### config.mk
export PLATFORM = sky130hd
export DESIGN_NAME = prbs_tx_gen
export DESIGN_NICKNAME = d
export VERILOG_FILES = /design/src/rtl/bert_pkg.sv /design/src/rtl/prbs_byte_step.sv /design/src/rtl/prbs_tx_gen.sv
export SDC_FILE = /design/constraint.sdc
export NUM_CORES = 1
export LEC_CHECK = 0
export CAP_MARGIN = 40
export CELL_PAD_IN_SITES_DETAIL_PLACEMENT = 1
export CELL_PAD_IN_SITES_GLOBAL_PLACEMENT = 1
export CORE_ASPECT_RATIO = 1.1
export CORE_UTILIZATION = 43
export CTS_BUF_LIST = sky130_fd_sc_hd__clkbuf_8 sky130_fd_sc_hd__clkbuf_16
export DETAILED_ROUTE_END_ITERATION = 8
export DONT_BUFFER_PORTS = 1
export PLACE_DENSITY_LB_ADDON = 0.3
export SYNTH_ARGS = -nofsm -noshare
export SYNTH_HDL_FRONTEND = slang
export SYNTH_SLANG_ARGS = --single-unit
### constraint.sdc
create_clock -name clk -period 1.9 [get_ports clk]
set_input_delay 0.38 -clock clk [delete_from_list [all_inputs] [get_ports clk]]
set_output_delay 0.38 -clock clk [all_outputs]
set_load 0.005 [all_outputs]
### src/rtl/bert_pkg.sv
// Shared definitions for the BERT pattern generator and error checker.
package bert_pkg;

  // Generator / checker sequencing states
  typedef enum logic [1:0] {
    ST_IDLE  = 2'd0,
    ST_PRIME = 2'd1,
    ST_RUN   = 2'd2
  } state_e;

  // Mode encoding; the error checker decodes the same values
  localparam logic MODE_PRBS7  = 1'b0;
  localparam logic MODE_PRBS15 = 1'b1;

  // LFSR storage is sized for the longest polynomial
  localparam int LFSR_W = 15;

  // Feedback taps (bit positions in the shift register)
  localparam int PRBS7_TAP_A  = 6;
  localparam int PRBS7_TAP_B  = 5;
  localparam int PRBS15_TAP_A = 14;
  localparam int PRBS15_TAP_B = 13;

  // Default non-zero seeds
  localparam logic [6:0]  PRBS7_SEED_DEF  = 7'h7F;
  localparam logic [14:0] PRBS15_SEED_DEF = 15'h7FFF;

endpackage

### src/rtl/prbs_byte_step.sv
// Combinational 8-step LFSR advance; yields the next state and the byte
// formed by the eight generated bits (first bit in bit 7).
module prbs_byte_step
  import bert_pkg::*;
(
  input  logic              mode_i,
  input  logic [LFSR_W-1:0] state_i,
  output logic [LFSR_W-1:0] state_o,
  output logic [7:0]        byte_o
);

  logic [LFSR_W-1:0] s;
  logic              b;

  // Unrolled eight single-bit steps of the selected polynomial
  always_comb begin
    s      = state_i;
    b      = 1'b0;
    byte_o = '0;
    for (int i = 0; i < 8; i++) begin
      if (mode_i == MODE_PRBS15) begin
        b = s[PRBS15_TAP_A] ^ s[PRBS15_TAP_B];
        s = {s[13:0], b};
      end else begin
        b = s[PRBS7_TAP_A] ^ s[PRBS7_TAP_B];
        s = {8'h00, s[5:0], b};
      end
      byte_o[7-i] = b;
    end
    state_o = s;
  end

endmodule

### src/rtl/prbs_tx_gen.sv
// Byte-wide PRBS-7/PRBS-15 transmit generator with valid/ready output
// and single-byte XOR error injection.
module prbs_tx_gen
  import bert_pkg::*;
#(
  parameter int          DATA_W = 8,
  parameter logic [6:0]  SEED7  = PRBS7_SEED_DEF,
  parameter logic [14:0] SEED15 = PRBS15_SEED_DEF
) (
  input  logic              clk,
  input  logic              rst,
  input  logic              en,
  input  logic              mode,
  input  logic              inject_req,
  input  logic [DATA_W-1:0] inject_mask,
  input  logic              out_ready,
  output logic              out_valid,
  output logic [DATA_W-1:0] out_data,
  output logic [15:0]       byte_count,
  output logic [7:0]        inj_count,
  output logic              busy
);

  state_e              state_q, state_d;
  logic                mode_q, mode_d;
  logic [LFSR_W-1:0]   lfsr_q, lfsr_d;
  logic [DATA_W-1:0]   data_q, data_d;
  logic [DATA_W-1:0]   mask_q, mask_d;
  logic                pend_q, pend_d;
  logic [15:0]         bcnt_q, bcnt_d;
  logic [7:0]          icnt_q, icnt_d;

  logic [LFSR_W-1:0]   step_state;
  logic [7:0]          step_byte;
  logic                accept, load_byte, inj_new, inj_eff;
  logic [DATA_W-1:0]   inj_mask_eff;

  prbs_byte_step u_step (
    .mode_i  (mode_q),
    .state_i (lfsr_q),
    .state_o (step_state),
    .byte_o  (step_byte)
  );

  assign out_valid  = (state_q == ST_RUN);
  assign busy       = (state_q != ST_IDLE);
  assign out_data   = data_q;
  assign byte_count = bcnt_q;
  assign inj_count  = icnt_q;

  assign accept    = out_valid & out_ready;
  // A new byte is registered at the end of PRIME and on every accept while
  // still enabled; an accept with en low retires the last byte instead.
  assign load_byte = (state_q == ST_PRIME) | (accept & en);
  assign inj_new   = inject_req & (|inject_mask);
  // A request arriving on the same edge as a byte load corrupts that byte;
  // an already pending mask takes precedence over the new one.
  assign inj_eff      = pend_q | inj_new;
  assign inj_mask_eff = pend_q ? mask_q : inject_mask;

  // Next-state: sequencing, LFSR advance, injection and counters
  always_comb begin
    state_d = state_q;
    mode_d  = mode_q;
    lfsr_d  = lfsr_q;
    data_d  = data_q;
    mask_d  = mask_q;
    pend_d  = pend_q;
    bcnt_d  = bcnt_q;
    icnt_d  = icnt_q;

    case (state_q)
      ST_IDLE: begin
        if (en) begin
          state_d = ST_PRIME;
          mode_d  = mode;
          lfsr_d  = (mode == MODE_PRBS15) ? SEED15 : {8'h00, SEED7};
          bcnt_d  = '0;
          icnt_d  = '0;
          pend_d  = 1'b0;
          mask_d  = '0;
        end
      end
      ST_PRIME: state_d = ST_RUN;
      ST_RUN: begin
        if (accept) begin
          bcnt_d = bcnt_q + 16'd1;
          if (!en) state_d = ST_IDLE;
        end
      end
      default: state_d = ST_IDLE;
    endcase

    // Injection XORs only the output byte; the LFSR stays clean so the
    // checker sees a single corrupted byte and resynchronizes at once.
    if (load_byte) begin
      lfsr_d = step_state;
      data_d = step_byte ^ (inj_eff ? inj_mask_eff : '0);
      if (inj_eff) begin
        pend_d = 1'b0;
        icnt_d = (icnt_q == 8'hFF) ? icnt_q : icnt_q + 8'd1;
      end
    end else if ((state_q != ST_IDLE) && inj_new && !pend_q) begin
      pend_d = 1'b1;
      mask_d = inject_mask;
    end
  end

  // State registers, cleared asynchronously
  always_ff @(posedge clk or posedge rst) begin
    if (rst) begin
      state_q <= ST_IDLE;
      mode_q  <= MODE_PRBS7;
      lfsr_q  <= '0;
      data_q  <= '0;
      mask_q  <= '0;
      pend_q  <= 1'b0;
      bcnt_q  <= '0;
      icnt_q  <= '0;
    end else begin
      state_q <= state_d;
      mode_q  <= mode_d;
      lfsr_q  <= lfsr_d;
      data_q  <= data_d;
      mask_q  <= mask_d;
      pend_q  <= pend_d;
      bcnt_q  <= bcnt_d;
      icnt_q  <= icnt_d;
    end
  end

endmodule

Yosys cells after proc, flatten, opt, wreduce, memory -nomap -nowiden --
Index checks and enable logic that the tools add are counted.
Cells by class: mux-type cells 43, add/subtract/negate cells 2, bitwise operators 22, reductions and logical operators 13, eq/ne operators 7
Operator list (number):
- $mux 15 | 12
- $mux 8 | 11
- $mux 16 | 2
- $pmux 16 s2 | 1
- $add 16x1->16 const B | 1
- $xor 1x1->1 | 16
- $mux 1 | 13
- $add 8x1->8 const B | 1
- $eq 8x8->1 const B | 1
- $reduce_bool 2->1 | 4
- $reduce_or 8->1 | 1
- $xor 8x8->8 | 1
- $mux 2 | 3
- $pmux 2 s3 | 1
- $reduce_and 3->1 | 2
- $ne 2x2->1 const B | 2
- $reduce_and 2->1 | 2
- $and 1x1->1 | 3
- $ne 3x3->1 const B | 1
- $eq 2x1->1 const B | 1
- $eq 2x2->1 const B | 1
- $logic_and 1x1->1 | 2
- $logic_not 2->1 | 1
- $ne 2x1->1 const B | 1
- 2 further kinds | 3
Word-level totals: input bits 14, output and inout bits 34, word-level logic and storage cells 95, flip-flop bits (word level) 59

Logic depth before layout (Yosys ltp) --
depth after elaboration 17, gate-level depth with buffers 7, gate-level depth less buffers 6

Modules after synthesis --
A second synthesis with hierarchy kept.
Unflattened totals: cell total of the unflattened synthesis 336, area total of the unflattened synthesis 3224.3 um2
Modules (own cells, without submodules):
- prbs_tx_gen | seq. area each 1476.4 um2, area an instance 2877.8 um2, times used 1, cells an instance 295
- prbs_byte_step | seq. area each 0.0 um2, area an instance 346.6 um2, times used 1, cells an instance 41

Worst setup path after synthesis --
Ideal clock, no wire load.
kind in2reg, start input port inject_mask[0], end register pend_q, cell stages on the path 5, arrival 1.605 ns, slack 0.177 ns, library setup time 0.118 ns, buffers on the path 1, required time 1.782 ns, cell sequence or4_1 o21a_1 o2111a_4 buf_6 a21o_1
Between the ends: longest elaborated chain between the ends 6, elaborated cells on any way between the ends 8, those cells by class mux: 3; bitwise: 2; reduce/logical: 3
Ends and longest elaborated chain:
- start: declaration | RTL line prbs_tx_gen.sv:15 | input logic [DATA_W-1:0] inject_mask,
- $reduce_or 8->1 * | RTL line prbs_tx_gen.sv:55 | assign inj_new = inject_req & (|inject_mask);
- $and 1x1->1 * | RTL line prbs_tx_gen.sv:55
- $logic_and 1x1->1 (2 in series) | RTL line prbs_tx_gen.sv:103 | end else if ((state_q != ST_IDLE) && inj_new && !pend_q) begin
- $mux 1 | RTL line prbs_tx_gen.sv:103
- $mux 1 * | RTL line prbs_tx_gen.sv:96 | if (load_byte) begin
- named net pend_d | RTL line prbs_tx_gen.sv:29 | logic pend_q, pend_d;
- end signal: assignment | RTL line prbs_tx_gen.sv:126 | pend_q <= pend_d;
- end: declaration | RTL line prbs_tx_gen.sv:29
The timed path passes the listed nets; every way through them passes the cells marked *. A chain may end at the register's enable or synchronous reset.

Final worst setup path --
start register state_q[0], end register icnt_q[0] (netlist: inj_count[0])
Between the ends: longest elaborated chain between the ends 5, elaborated cells on any way between the ends 10, those cells by class eq/ne: 3; mux: 3; bitwise: 3; reduce/logical: 1
Ends and longest elaborated chain:
- start: declaration | RTL line prbs_tx_gen.sv:24 | state_e state_q, state_d;
- start signal: assignment | RTL line prbs_tx_gen.sv:121 | state_q <= state_d;
- $eq 2x2->1 | RTL line prbs_tx_gen.sv:45 | assign out_valid = (state_q == ST_RUN);
- $and 1x1->1 | RTL line prbs_tx_gen.sv:51 | assign accept = out_valid & out_ready;
- $and 1x1->1 | RTL line prbs_tx_gen.sv:54 | assign load_byte = (state_q == ST_PRIME) | (accept & en);
- $or 1x1->1 | RTL line prbs_tx_gen.sv:54
- $ne 3x3->1 (no source line) / $mux 8 (equally long branches)
- end signal: assignment | RTL line prbs_tx_gen.sv:128 | icnt_q <= icnt_d;
- end: declaration | RTL line prbs_tx_gen.sv:31 | logic [7:0] icnt_q, icnt_d;
Parallel ways exist; a longest one is shown, timed or not.

==> impl.org <==
** Finish
- After the last flow step, the layout net total stands at 338.
- Area grow syn2layout :: 11.92%
- Antenna diodes :: 0
- Register cell area after layout :: 1476 sq um
- In the final layout, the share of cells above drive strength 1 is 0.1346.
- After filler insertion, the fill cell instance count of the layout stands at 780.
- Area of all placed cells without fillers :: 3347 sq um
- Area of the multi-input gates :: 1440 sq um

** Yosys
- Counting instances in the post-synthesis netlist gives the leading cell types as sky130_fd_sc_hd__nand2_1, sky130_fd_sc_hd__dfrtp_1, sky130_fd_sc_hd__o21ai_0, sky130_fd_sc_hd__nor2_1, sky130_fd_sc_hd__xor2_1.
- Post-synthesis register bit count :: 59
- Dominant synthesized flop cell :: sky130_fd_sc_hd__dfrtp_1
- sky130_fd_sc_hd__nand2_1 is the most common cell in the netlist.
- Instance count of the mapped netlist :: 313
- Summed over all instances, the cell type with the most area after synthesis is sky130_fd_sc_hd__dfrtp_1.
- Synth Area per Inst :: 9.554 sq um
- After synthesis the cells add up to 2990 sq um.
- Asr flop ratio synth :: 1.000
- Post-synth top area share :: 0.4937
- Yosys mapped a number of flops with a built-in enable equal to 0.
- Cell types occupying the most area after synthesis :: sky130_fd_sc_hd__dfrtp_1, sky130_fd_sc_hd__nand2_1, sky130_fd_sc_hd__xor2_1
- Yosys warning count :: 0
- Nets in the synthesized netlist :: 329
- Fraction of the yosys area taken by sequential cells :: 0.4937
- Post-synthesis cell type count :: 44

** Critical path
- Sort of element at the start of the critical path :: flip-flop
- Worst setup slack for register-to-register paths :: 0.12 ns
- The worst register-to-register path ends at inj_count[0].
- Along the worst path, the maximum fanout reaches 6.
- On the worst path, the slowest cell contributes a delay of 0.43 ns.
- Data arrives at the worst endpoint at 2.00 ns.
- Together, buffers and inverters on the worst path number 0.
- Sequence of cells on the critical path :: nand2b_1, o21a_1, a211oi_4, nor2_1, mux2_2
- Crit Path Category :: flip-flop to flip-flop
- The worst register-to-register path has a depth of 5.
- Worst flop-to-flop path startpoint :: state_q[0]
- Required arrival time at the worst endpoint :: 2.12 ns
- Among cell families on the critical path, the largest total delay comes from compound AO/OA/AOI/OAI gates.
- Cell with the largest stage delay on the worst path :: sky130_fd_sc_hd__dfrtp_1
- STA classifies the critical path endpoint as a flip-flop.

** Placement
- HPWL reported at the end of detailed placement :: 5.319 mm
- The congestion estimate from routability-driven global placement came to 0.7394.
- Placed standard-cell area :: 3118 sq um
- During placement, the flow inserted port buffers numbering 0.

** Routing
- In the routed layout, each cell is associated on average with a via count of 5.660.
- Before antenna repair, the detailed router went through 5 iterations.
- Final wirelength :: 7.446 mm
- 1st-iter DRT viols :: 87
- After detailed routing, the average wire length per cell comes to 18.21 microns.
- The detail route stage leaves a number of antenna-violating nets equal to 0.
- Drt drc :: 0
- Vias after detailed routing :: 2315

** Outcome
- Result of the run :: finished clean

** Power
- P_sw :: 2.074 mW
- Pleak :: 1.461 nW
- After layout, the design draws a total of 5.204 mW.
- Comb power frac :: 0.368
- The internal power of the cells totals 3.130 mW.
- Of the total power, the share spent switching nets is 0.3986.
- The share of total power dissipated in the clock network is 0.228.
- The share of total power dissipated in sequential elements is 0.405.
- In this run the power density over the cells is 1555 nW/um^2.
- VDD IR-drop max :: 0.7338 mV

** GRT
- Global-route wire length before repair :: 11.82 mm
- Entering global routing, the biggest net connects 22 pins.
- For this run, the total global-route usage over all layers was measured as 0.2224.
- Summed over all layers, the global routing overflow is 0.
- Antenna violations before repair :: 0
- The number of global-route vias before repair came to 2379.

** Hold path
- Worst hold path startpoint :: inject_mask[0]
- Counting instances, the worst hold path has a depth of 2.
- For hold timing, the worst endpoint is mask_q[0].
- The min-delay analysis places its worst path in the category input pin to flip-flop.

** Floorplan
- Measured along the y axis, the die boundary spans 89.46 microns.
- Number of ports placed on the die boundary :: 48
- Width of the chip :: 81.51 microns
- Total core area :: 6671 sq um
- For this configuration, the core starts out at a cell density of 0.4482.
- Area enclosed by the die boundary :: 7292 sq um
- Standard-cell row count :: 31

** Timing
- Pins over their slew limit :: 0
- Final min period :: 1.777 ns
- Setup TNS after final layout :: 0 ns
- For the final database, setup skew stands at 0.01272 ns.
- Max transition margin :: 0.6071
- Worst slew pin tran :: 0.5832 ns
- Final Hold Viols :: 0
- Fmax :: 562.9 MHz
- Setup violations remaining at the end of the flow were counted as 0.
- Final period utilization :: 0.9350
- Final hold analysis gives a worst-case slack of 0.1458 ns.

** Clock network
- Post-CTS setup repair buffer count :: 0
- At the later pin of the worst-skew pair, clock insertion delay measures 0.35 ns.
- TritonCTS built the clock tree.
- The H-tree generated during clock tree synthesis spans 3 levels.
- TritonCTS sink count :: 59
- Clock-pin slew was measured on the worst setup and hold paths at 0.08 ns.
- Clock tree synthesis selected as its root buffer the cell sky130_fd_sc_hd__clkbuf_8.
- Bufs on Longest Clock Path :: 2
- The number of clock buffers added by TritonCTS is 9.

** Run
- Count of maximum capacitance violations :: 0
[worst max path at each step]
stage / from / end / slack (ns) / cells past startpoint
final: state_q[0] / inj_count[0] / 0.12 / 5
after global routing: state_q[0] / inj_count[0] / -0.002 / 5
after CTS: state_q[0] / lfsr_q[12] / 0.09 / 5
after detailed placement: inject_mask[0] / inj_count[6] / 0.1 / 5
after global placement: inject_mask[0] / inj_count[7] / 0.12 / 5
after floorplan: rst / byte_count[0] / 0.06 / 1
[sequential cells by signal, indices dropped and copies added (netlist names)]
register,cells
byte_count,16
inj_count,8
lfsr_q,15
mask_q,8
mode_q,1
out_data,8
pend_q,1
state_q,2
[per-stage QoR]
step	std cells	setup slack [ns]	utilization
after global placement	392	0.1242	0.4674
after global routing	409	-0.002081	0.5017
final	409	0.1235	0.5017
after detailed placement	392	0.09851	0.4674
after floorplan	313	0.06366	-
after CTS	409	0.09261	0.4991
[cell usage in the layout (no fill, tap or decap), types with 7 or more instances in the layout]
| master | count |
|---|---|
| sky130_fd_sc_hd__a221o_1 | 8 |
| sky130_fd_sc_hd__buf_4 | 12 |
| sky130_fd_sc_hd__clkbuf_8 | 10 |
| sky130_fd_sc_hd__dfrtp_1 | 59 |
| sky130_fd_sc_hd__nand2_1 | 67 |
| sky130_fd_sc_hd__nor2_1 | 19 |
| sky130_fd_sc_hd__o21ai_0 | 28 |
| sky130_fd_sc_hd__o21ai_1 | 7 |
| sky130_fd_sc_hd__xnor2_1 | 17 |
| sky130_fd_sc_hd__xor2_1 | 20 |
[area by class of cell]
class,count,area share
clock buffer,10,0.04112
multi-input combinational,233,0.4303
tap,82,0.03065
sequential,59,0.4411
clock inverter,6,0.01907
inverter,6,0.007850
timing repair buffer,13,0.02991
[logic make-up (layout without fill, tap and decap cells)]
group | Yosys count | after routing | share of synthesized area
compound gates | 71 | 71 | 0.1632
xor+xnor | 37 | 37 | 0.1084
fa+ha+maj | 2 | 2 | 0.008367
buf+inv | 21 | 35 | 0.02928
flops | 59 | 59 | 0.4937
mux | 5 | 5 | 0.01757
simple gates | 118 | 118 | 0.1795
[what timing repair did]
action | 4_1_cts | 5_1_grt
setup endpoints to repair | 0 | 3
resized for setup | 0 | 4
endpoints found under the hold margin | 17 | 0
hold buffers | 1 | 0
[power by group through the flow]
stage | clock, mW | sequential, mW | combinational, mW
3_3_place_gp | 0 | 2.11 | 1.79
3_5_place_dp | 0 | 2.13 | 1.90
6_report | 1.19 | 2.11 | 1.91
4_1_cts | 1.20 | 2.11 | 1.92
2_1_floorplan | 0 | 1.98 | 1.48
5_1_grt | 1.26 | 2.18 | 2.12
[routing by layer]
layer | track usage | routed length [microns] | vias up
li1 | - | - | 1096
met1 | 0.2571 | 3084 | 1157
met2 | 0.3811 | 3858 | 45
met3 | 0.05306 | 291 | 17
met4 | 0.1153 | 211 | 0
met5 | 0 | 0 | -
Note: power is estimated with default switching activity, not from simulation.
